### src/rtl/phase_dump_ctrl_if.sv
// Phase-word stream in and dump-BRAM write port out.
// slave: the dump controller; master: the datapath/BRAM side.
interface phase_dump_ctrl_if #(
  parameter int DATA_W = 32,
  parameter int ADDR_W = 13
);
  logic              in_valid;
  logic              in_sync;
  logic [DATA_W-1:0] in_data;
  logic [ADDR_W-1:0] bram_addr;
  logic [DATA_W-1:0] bram_din;
  logic              bram_we;

  modport slave (
    input  in_valid,
    input  in_sync,
    input  in_data,
    output bram_addr,
    output bram_din,
    output bram_we
  );

  modport master (
    output in_valid,
    output in_sync,
    output in_data,
    input  bram_addr,
    input  bram_din,
    input  bram_we
  );
endinterface

### src/rtl/phase_dump_ctrl.sv
// Phase-snapshot dump sequencer: arms on enable edge, aligns to
// frame sync, writes len+1 words single-shot or wrapping.
module phase_dump_ctrl #(
  parameter int DATA_W = 32,
  parameter int ADDR_W = 13,
  parameter int WRAP_W = 16
) (
  input  logic              user_clk,
  input  logic              user_rst_n,
  input  logic [31:0]       dmp_cfg,
  phase_dump_ctrl_if.slave  bus,
  output logic              stat_busy,
  output logic              stat_done,
  output logic [WRAP_W-1:0] stat_wraps
);

  typedef enum logic [1:0] {
    IDLE,
    ARMED,
    CAPTURE,
    DONE
  } state_e;

  state_e            state_q, state_d;
  logic              en_q;
  logic [ADDR_W-1:0] addr_q, addr_d;
  logic [ADDR_W-1:0] len_q, len_d;
  logic [DATA_W-1:0] din_q, din_d;
  logic              we_q, we_d;
  logic              cont_q, cont_d;
  logic              done_q, done_d;
  logic [WRAP_W-1:0] wraps_q, wraps_d;

  logic en;
  logic en_rise;
  logic at_len;
  logic last_wr;
  logic unused_cfg;

  assign en      = dmp_cfg[0];
  assign en_rise = en & ~en_q;
  assign at_len  = (addr_q == len_q);
  assign last_wr = we_q & at_len;
  assign unused_cfg = ^{dmp_cfg[31:ADDR_W+16],
                        dmp_cfg[15:2]};

  always_comb begin
    state_d = state_q;
    addr_d  = addr_q;
    len_d   = len_q;
    din_d   = din_q;
    we_d    = 1'b0;
    cont_d  = cont_q;
    done_d  = done_q;
    wraps_d = wraps_q;
    unique case (state_q)
      IDLE: begin
        if (en_rise) begin
          state_d = ARMED;
          len_d   = dmp_cfg[ADDR_W+15:16];
          cont_d  = dmp_cfg[1];
          done_d  = 1'b0;
          wraps_d = '0;
        end
      end
      ARMED: begin
        if (!en) begin
          state_d = IDLE;
        end else if (bus.in_valid && bus.in_sync) begin
          state_d = CAPTURE;
          we_d    = 1'b1;
          addr_d  = '0;
          din_d   = bus.in_data;
        end
      end
      CAPTURE: begin
        if (!en) begin
          state_d = IDLE;
        end else if (last_wr && !cont_q) begin
          // Word arriving alongside the final write is dropped.
          state_d = DONE;
          done_d  = 1'b1;
        end else if (bus.in_valid) begin
          we_d  = 1'b1;
          din_d = bus.in_data;
          if (at_len) begin
            addr_d = '0;
            if (wraps_q != '1)
              wraps_d = wraps_q + WRAP_W'(1);
          end else begin
            addr_d = addr_q + ADDR_W'(1);
          end
        end
      end
      DONE: begin
        if (!en)
          state_d = IDLE;
      end
    endcase
  end

  always_ff @(posedge user_clk or negedge user_rst_n) begin
    if (!user_rst_n) begin
      state_q <= IDLE;
      en_q    <= 1'b0;
      addr_q  <= '0;
      len_q   <= '0;
      din_q   <= '0;
      we_q    <= 1'b0;
      cont_q  <= 1'b0;
      done_q  <= 1'b0;
      wraps_q <= '0;
    end else begin
      state_q <= state_d;
      en_q    <= en;
      addr_q  <= addr_d;
      len_q   <= len_d;
      din_q   <= din_d;
      we_q    <= we_d;
      cont_q  <= cont_d;
      done_q  <= done_d;
      wraps_q <= wraps_d;
    end
  end

  assign bus.bram_addr = addr_q;
  assign bus.bram_din  = din_q;
  assign bus.bram_we   = we_q;
  assign stat_busy  = (state_q == ARMED) ||
                      (state_q == CAPTURE);
  assign stat_done  = done_q;
  assign stat_wraps = wraps_q;

endmodule
### src/flat_wrapper.sv
// flat-port wrapper written by rule: the top's interface ports become plain ports
module phase_dump_ctrl_flat 
#(
  parameter int DATA_W = 32,
  parameter int ADDR_W = 13,
  parameter int WRAP_W = 16
)
  (user_clk, user_rst_n, dmp_cfg, stat_busy, stat_done, stat_wraps, bus_in_valid, bus_in_sync, bus_in_data, bus_bram_addr, bus_bram_din, bus_bram_we);
  phase_dump_ctrl_if #(.DATA_W(DATA_W), .ADDR_W(ADDR_W)) bus_i ();
  input  logic user_clk;
  input  logic user_rst_n;
  input  logic [31:0] dmp_cfg;
  output logic stat_busy;
  output logic stat_done;
  output logic [WRAP_W-1:0] stat_wraps;
  input wire logic [$bits(bus_i.in_valid)-1:0] bus_in_valid;
  input wire logic [$bits(bus_i.in_sync)-1:0] bus_in_sync;
  input wire logic [$bits(bus_i.in_data)-1:0] bus_in_data;
  output wire logic [$bits(bus_i.bram_addr)-1:0] bus_bram_addr;
  output wire logic [$bits(bus_i.bram_din)-1:0] bus_bram_din;
  output wire logic [$bits(bus_i.bram_we)-1:0] bus_bram_we;
  assign bus_i.in_valid = bus_in_valid;
  assign bus_i.in_sync = bus_in_sync;
  assign bus_i.in_data = bus_in_data;
  assign bus_bram_addr = bus_i.bram_addr;
  assign bus_bram_din = bus_i.bram_din;
  assign bus_bram_we = bus_i.bram_we;
  phase_dump_ctrl #(.DATA_W(DATA_W), .ADDR_W(ADDR_W), .WRAP_W(WRAP_W)) u_core (.user_clk(user_clk), .user_rst_n(user_rst_n), .dmp_cfg(dmp_cfg), .bus(bus_i), .stat_busy(stat_busy), .stat_done(stat_done), .stat_wraps(stat_wraps));
endmodule
### config.mk
export PLATFORM = sky130hd
export DESIGN_NAME = phase_dump_ctrl_flat
export DESIGN_NICKNAME = d
export VERILOG_FILES = /design/src/rtl/phase_dump_ctrl_if.sv /design/src/rtl/phase_dump_ctrl.sv /design/src/flat_wrapper.sv
export SDC_FILE = /design/constraint.sdc
export NUM_CORES = 1
export LEC_CHECK = 0
export ABC_AREA = 1
export BUFFER_PORTS_ARGS = -buffer_cell sky130_fd_sc_hd__clkbuf_2
export CORE_MARGIN = 2
export CORE_UTILIZATION = 40
export CTS_CLUSTER_SIZE = 25
export DETAILED_ROUTE_END_ITERATION = 6
export GPL_TIMING_DRIVEN = 0
export PLACE_DENSITY = 0.75
export SYNTH_ARGS = -nofsm -noshare
export SYNTH_HDL_FRONTEND = slang
export SYNTH_SLANG_ARGS = --single-unit
### constraint.sdc
create_clock -name user_clk -period 4 [get_ports user_clk]
set_input_delay 0.2 -clock user_clk [delete_from_list [all_inputs] [get_ports user_clk]]
set_output_delay 0.2 -clock user_clk [all_outputs]
set_load 0.01 [all_outputs]
==> results of run 1 <==
metal layers:
| metal | share of wire | vias up |
|---|---|---|
| met5 | 0 | - |
| met1 | 0.44 | 1865 |
| met4 | 0.025 | 0 |
| met3 | 0.053 | 19 |
| li1 | - | 1984 |
| met2 | 0.48 | 110 |
worst min-delay path by stage:
stage | endpoint | slack, ps | cells past startpoint
2_1_floorplan | u_core.bus.bram_addr[0]$_DFFE_PN0P_ | -100 | 0
3_3_place_gp | u_core.en_q$_DFF_PN0_ | 390 | 1
3_5_place_dp | u_core.len_q[10]$_DFFE_PN0P_ | 230 | 1
4_1_cts | u_core.en_q$_DFF_PN0_ | 9 | 1
5_1_grt | u_core.bus.bram_din[13]$_DFFE_PN0P_ | 30 | 3
6_report | u_core.en_q$_DFF_PN0_ | 20 | 1
placed cells by master, fill, tap and decap left out, drive strengths merged:
master	count
xor2	14
ha	6
inv	41
o21bai	3
o21ai	8
xnor2	6
nor2	67
and2	1
dlygate4sd3	1
a21oi	14
nor4	1
clkbuf	131
nand3	14
buf	14
mux2	5
o22ai	1
nand2	248
nand4	21
bufinv	2
nor3b	2
dfrtp	80
clkinv	1
nor3	4
nand3b	1
sequential cells by signal, summed over array words and instances (netlist names):
| name | cells |
|---|---|
| u_core.bus.bram_addr | 13 |
| u_core.bus.bram_din | 32 |
| u_core.bus.bram_we | 1 |
| u_core.cont_q | 1 |
| u_core.en_q | 1 |
| u_core.len_q | 13 |
| u_core.stat_done | 1 |
| u_core.stat_wraps | 16 |
| u_core.state_q | 2 |
worst register-to-register path, delay by kind of cell, from the launching register on:
family                     cells  cell delay, ps
and+or+nand+nor                6             610
DFF                            1             490
AOI/OAI and AO/OA              1             370
buffers and inverters          1             320
adders and majority gates      1             270
cells in the mapped netlist (2+ instances only):
cell	count	area share
sky130_fd_sc_hd__dfrtp_1	80	0.47
sky130_fd_sc_hd__buf_2	3	0.0035
sky130_fd_sc_hd__a21oi_1	13	0.015
sky130_fd_sc_hd__xnor2_1	6	0.012
sky130_fd_sc_hd__inv_1	35	0.031
sky130_fd_sc_hd__ha_1	6	0.018
sky130_fd_sc_hd__o21bai_1	3	0.0053
sky130_fd_sc_hd__xor2_1	14	0.029
sky130_fd_sc_hd__nand4_1	20	0.030
sky130_fd_sc_hd__buf_4	2	0.0035
sky130_fd_sc_hd__nor3_1	4	0.0047
sky130_fd_sc_hd__nand2_1	246	0.22
sky130_fd_sc_hd__nor2_1	65	0.058
sky130_fd_sc_hd__mux2_2	5	0.013
sky130_fd_sc_hd__buf_6	8	0.021
sky130_fd_sc_hd__nor3b_1	2	0.0035
sky130_fd_sc_hd__nand3_1	13	0.015
sky130_fd_sc_hd__o21ai_0	7	0.0083
sky130_fd_sc_hd__clkbuf_1	5	0.0044
sky130_fd_sc_hd__inv_2	5	0.0044
power by group:
part	internal, mW	switching [mW]
Sequential	1.05	0.153
Clock	0.382	0.299
Combinational	0.462	0.728
through the flow:
stage | worst slack [ps] | power, mW | cell area (um^2)
2_1_floorplan | 2206 | 1.981 | 4233
3_3_place_gp | 1857 | 2.359 | 4974
3_5_place_dp | 1917 | 2.414 | 5004
4_1_cts | 1892 | 3.099 | 5234
5_1_grt | 1737 | 3.310 | 5234
6_report | 1893 | 3.075 | 5234
final cells by class:
type | instances | area share
Clock inverter | 3 | 0.01243
Tap cell | 136 | 0.03251
Multi-Input combinational cell | 416 | 0.3698
Sequential cell | 80 | 0.3825
Inverter | 41 | 0.02988
Clock buffer | 12 | 0.02964
Timing Repair Buffer | 116 | 0.1167
Buffer | 18 | 0.02654
repair_timing:
| item | in CTS | in global routing |
|---|---|---|
| hold buffers | 1 | 0 |
| setup endpoints to repair | 0 | 0 |
| endpoints found under the hold margin | 34 | 0 |
cell families after synthesis:
group                    after synthesis  synth area share
adder cells (fa/ha/maj)                6           0.01774
AO/OA/AOI/OAI                         26           0.03370
buffers and inverters                 59           0.06976
multiplexers                           5           0.01330
flip-flops                            80            0.4730
XOR/XNOR                              20           0.04138
AND/OR/NAND/NOR                      359            0.3512
==> impl_metrics.py, run 1 <==
metrics = {
    "drt": {
        "1st_iter_drt_viols": 193,
        "drc_violations": 0,
        "drt_first_pass_iters": 4,
        "antenna_violating_nets_post_route": 0,
        "vias": 3978,
        "post_drt_via_cell_ratio": 4.839,
        "route.detailed.wl_per_inst_um": 13.14,
        "drt_wl_total_um": 10800,
    },
    "floorplan": {
        "initial_util": 0.4119,
        "die_area_um2": 11420,
        "core_area_um2": 10280,
        "die_w_um": 106.9,
        "io_pins": 132,
        "rows": 37,
        "floorplan.die.height_um": 106.9,
    },
    "sta": {
        "hold_viol": 0,
        "final_period_minus_worst_setup_slack_ps": 2107,
        "report.final.slew_viol_count": 0,
        "timing.final.crit_share": 0.5267,
        "final.setup.tns_ps": 0,
        "grt_setup_unrepaired": "no",
        "slew-limit-headroom": 0.6316,
        "worst_slew_pin_slew_ps": 552.7,
        "finClkSkew_ps": 8.551,
        "final-setup-viol-count": 0,
        "hold_slack_ps": 22.67,
        "max_freq_mhz": 474.7,
    },
    "setup_path": {
        "crit_path_cell_trace": "ha_1 > nand2_1 > nor2_1 > nand2_1 > nor2_1 > a21oi_2 > buf_2 > nand4_1 > nand2_1",
        "path_depth": 9,
        "critical_path.max_fanout": 10,
        "crit_path_end": "u_core.stat_wraps[7]$_DFFE_PN0P_",
        "rr_worst_depth": 9,
        "crit_path_start": "u_core.stat_wraps[0]$_DFFE_PN0P_",
        "crit_path_max_incr_delay_ps": 490,
        "critical_path.reg2reg.endpoint": "u_core.stat_wraps[7]$_DFFE_PN0P_",
        "critPathMostFrequentCell": "sky130_fd_sc_hd__nand2_1",
        "worst-endpoint-required_ps": 4300,
        "crit-reg2reg-launch": "u_core.stat_wraps[0]$_DFFE_PN0P_",
        "setup.worst_path.start_class": "register",
        "slowest_stage": "sky130_fd_sc_hd__dfrtp_1",
        "timing.setup.critical_path_class": "reg2reg",
        "setup.reg_to_reg.worst_slack_ps": 1890,
        "crit_family": "simple AND/OR/NAND/NOR gates",
        "path_buf_inv": 1,
        "crit_arrival_ps": 2410,
        "critPathCaptureType": "register",
    },
    "finish": {
        "finish.cell_count_without_fillers": 822,
        "finish.utilization": 0.5093,
        "area_overhead_of_the_layout_relative_to_synthesis_pct": 23.65,
        "num-fill-cells": 999,
        "net_count_final": 756,
        "multi_input_area_um2": 1936,
        "post_route_cells_drive_above_1_share": 0.2332,
        "seq_area_um2": 2002,
        "antenna_diode_count": 0,
    },
    "pwr": {
        "worst_ir_drop_vdd_mv": 0.2111,
        "cell_area_power_density_nw_per_um2": 587.6,
        "power.leakage_nw": 2.758,
    },
    "clock_network": {
        "htree_levels": 3,
        "cts_made_buffers": 9,
        "cts_root_buf": "sky130_fd_sc_hd__clkbuf_8",
        "clockBufferDepth": 2,
        "insertion_delay_ps": 360,
        "tritoncts_sinks": 80,
        "clk_pin_slew_worst_paths_ps": 80,
        "cts_setup_buffers": 0,
        "post_cts.resized_instances": 0,
        "cts_tree": "yes",
    },
    "global_routing": {
        "grt_start_max_net_pins": 47,
        "grt_first_pass_wirelength_um": 18380,
        "use_met3": 0.04498,
        "antenna_found_initial": 0,
        "global_route.peak_usage_layer": "met2",
        "global_route.usage.total": 0.2026,
        "grt-ovfl-total": 0,
        "global_route.usage.met2": 0.3317,
        "grt_met1_usage": 0.2611,
        "first_global_vias": 3884,
    },
    "place": {
        "port_buffers": 114,
        "gp_routability_congestion": 0.9151,
        "place.detailed.instances": 806,
        "hpwl_um": 7972,
    },
    "synthesis": {
        "syn_area_um2": 4233,
        "postSynthAreaPerCell_um2": 7.627,
        "synth_ff_type": "sky130_fd_sc_hd__dfrtp_1",
        "ys.warnings.count": 0,
        "synth_edf_count": 0,
        "postSynthCellCount": 555,
        "synth_seq_area_share": 0.4730,
        "synthDistinctLibCells": 33,
        "ys_seq_elements": 80,
        "proportion_of_register_bits_with_asynchronous_set_or_reset_after_synthesis": 1.000,
        "synth_fp_nets": 629,
    },
    "worst_hold_path": {
        "hold_class": "in2reg",
        "critical_hold_path_startpoint": "dmp_cfg[0]",
    },
    "run_status": {
        "outcome": "finished, final reports clean",
    },
    "run": {
        "cap_violations": 0,
    },
}
Power figures use the tool's default switching activity.
==> run 2: changes to the inputs <==
==> constraint.sdc (replaced) <==
create_clock -name user_clk -period 2 [get_ports user_clk]
set_input_delay 0.1 -clock user_clk [delete_from_list [all_inputs] [get_ports user_clk]]
set_output_delay 0.1 -clock user_clk [all_outputs]
set_load 0.01 [all_outputs]
==> impl_metrics.py, run 2 (synthesized netlist as in run 1, its figures left out) <==
metrics = {
    "floorplan": {
        "die_area_um2": 11420,
        "io_pins": 132,
        "core_area_um2": 10280,
        "rows": 37,
        "initial_util": 0.4119,
        "die_w_um": 106.9,
        "floorplan.die.height_um": 106.9,
    },
    "run_status": {
        "outcome": "finished, final reports clean",
    },
    "global_routing": {
        "grt_start_max_net_pins": 47,
        "global_route.usage.total": 0.2174,
        "grt_first_pass_wirelength_um": 19690,
        "antenna_found_initial": 0,
        "first_global_vias": 4196,
        "grt-ovfl-total": 0,
    },
    "drt": {
        "vias": 4274,
        "1st_iter_drt_viols": 229,
        "drt_first_pass_iters": 5,
        "drc_violations": 0,
        "drt_wl_total_um": 11930,
        "post_drt_via_cell_ratio": 4.885,
        "antenna_violating_nets_post_route": 0,
        "route.detailed.wl_per_inst_um": 13.63,
    },
    "sta": {
        "grt_setup_unrepaired": "yes",
        "finClkSkew_ps": 8.597,
        "report.final.slew_viol_count": 0,
        "timing.final.crit_share": 0.9412,
        "final-setup-viol-count": 0,
        "hold_slack_ps": 0.7902,
        "max_freq_mhz": 531.2,
        "final_period_minus_worst_setup_slack_ps": 1882,
        "worst_slew_pin_slew_ps": 527.8,
        "slew-limit-headroom": 0.6482,
        "hold_viol": 0,
    },
    "clock_network": {
        "clockBufferDepth": 2,
        "tritoncts_sinks": 80,
        "cts_root_buf": "sky130_fd_sc_hd__clkbuf_8",
        "cts_tree": "yes",
        "clk_pin_slew_worst_paths_ps": 80,
        "cts_made_buffers": 9,
        "insertion_delay_ps": 360,
        "htree_levels": 3,
    },
    "pwr": {
        "power.leakage_nw": 3.010,
        "cell_area_power_density_nw_per_um2": 1097,
        "worst_ir_drop_vdd_mv": 0.4522,
    },
    "setup_path": {
        "worst-endpoint-required_ps": 2300,
        "crit_arrival_ps": 2180,
        "setup.worst_path.start_class": "register",
        "critical_path.max_fanout": 10,
        "critPathCaptureType": "register",
        "timing.setup.critical_path_class": "reg2reg",
    },
    "finish": {
        "num-fill-cells": 935,
        "area_overhead_of_the_layout_relative_to_synthesis_pct": 37.57,
        "finish.utilization": 0.5666,
        "post_route_cells_drive_above_1_share": 0.2503,
        "seq_area_um2": 2009,
        "antenna_diode_count": 0,
        "multi_input_area_um2": 2013,
        "largest_register_ff_count": 32,
        "mostFrequentLayoutCell": "sky130_fd_sc_hd__nand2_1",
        "most-common-layout-cells": "246 x sky130_fd_sc_hd__nand2_1, 115 x sky130_fd_sc_hd__clkbuf_2, 74 x sky130_fd_sc_hd__dfrtp_1",
        "net_count_final": 809,
    },
    "worst_hold_path": {
        "hold_class": "in2reg",
    },
    "place": {
        "gp_routability_congestion": 0.9151,
        "port_buffers": 114,
        "hpwl_um": 7972,
    },
    "run": {
        "cap_violations": 0,
    },
}
run 2: cell types whose count changed in the layout (fill, tap and decap cells not counted), moves of 2 or more:
cell and change:
sky130_fd_sc_hd__dlygate4sd3_1 +43, sky130_fd_sc_hd__buf_4 +7, sky130_fd_sc_hd__dfrtp_1 -6, sky130_fd_sc_hd__dfrtp_2 +6, sky130_fd_sc_hd__nor2_1 -4, sky130_fd_sc_hd__clkbuf_1 -3, sky130_fd_sc_hd__nor2_2 +3, sky130_fd_sc_hd__buf_6 +2
sky130_fd_sc_hd__clkbuf_2 +2
run 2: cell type report:
cell class / instances / share of cell area
Inverter: 41 / 0.02686
Tap cell: 136 / 0.02922
Buffer: 17 / 0.02492
Sequential cell: 80 / 0.3451
Clock inverter: 3 / 0.01117
Multi-Input combinational cell: 418 / 0.3457
Timing Repair Buffer: 168 / 0.1904
Clock buffer: 12 / 0.02664
run 2: metal layers:
metal / track usage / wire, um / part of all wire
met1: 0.2724 / 5121 / 0.43
met2: 0.3676 / 5998 / 0.50
met3: 0.04316 / 538 / 0.045
met4: 0.08905 / 267 / 0.022
met5: 0 / 0 / 0
run 2: power by group:
part	leakage [nW]	switching, mW	internal, mW
Sequential	1.02	0.322	2.11
Combinational	1.88	1.54	1.06
Clock	0.112	0.595	0.764
run 2: critical path: stages, from the launching register on:
cell and delay [ps]:
sky130_fd_sc_hd__dfrtp_2 480, sky130_fd_sc_hd__ha_1 250, sky130_fd_sc_hd__nand2_1 160, sky130_fd_sc_hd__nor2_2 90
sky130_fd_sc_hd__nand2_1 110, sky130_fd_sc_hd__nor2_2 60, sky130_fd_sc_hd__a21oi_4 200, sky130_fd_sc_hd__buf_2 260
sky130_fd_sc_hd__nand4_1 120, sky130_fd_sc_hd__nand2_1 80
run 2: repair_timing:
action                     CTS  global route
setup endpoints to repair   50            61
hold buffers                44             0
cloned                       0             2
setup buffers                0             9
hold endpoints to repair    77             0
pin swaps                    0             5
gates resized for setup      7            17
run 2: worst paths after layout:
check                                                    from                                 end  slack, ps  depth (start not counted)
setup / recovery             u_core.stat_wraps[0]$_DFFE_PN0P_    u_core.stat_wraps[9]$_DFFE_PN0P_        120                          9
hold / removal                                    dmp_cfg[22]         u_core.len_q[6]$_DFFE_PN0P_        0.8                          3
setup reg to reg             u_core.stat_wraps[0]$_DFFE_PN0P_    u_core.stat_wraps[9]$_DFFE_PN0P_        120                          9
hold reg to reg            u_core.bus.bram_din[3]$_DFFE_PN0P_  u_core.bus.bram_din[3]$_DFFE_PN0P_        480                          2
max in group asynchronous                          user_rst_n    u_core.stat_wraps[0]$_DFFE_PN0P_       1130                          3
min in group asynchronous                          user_rst_n        u_core.len_q[10]$_DFFE_PN0P_        260                          2
run 2: stage by stage:
step | setup TNS, ps | instance area, um^2 | cells | power (mW) | setup WS (ps)
finish | 0 | 5823 | 875 | 6.389 | 117.6
global route | -12.44 | 5823 | 875 | 6.863 | -6.534
CTS | 0 | 5697 | 864 | 6.296 | 4.781
detailed placement | -1420 | 5004 | 806 | 4.827 | -82.59
global placement | -3297 | 4974 | 805 | 4.718 | -42.77
floorplan | 0 | 4233 | 555 | 3.961 | 206.1
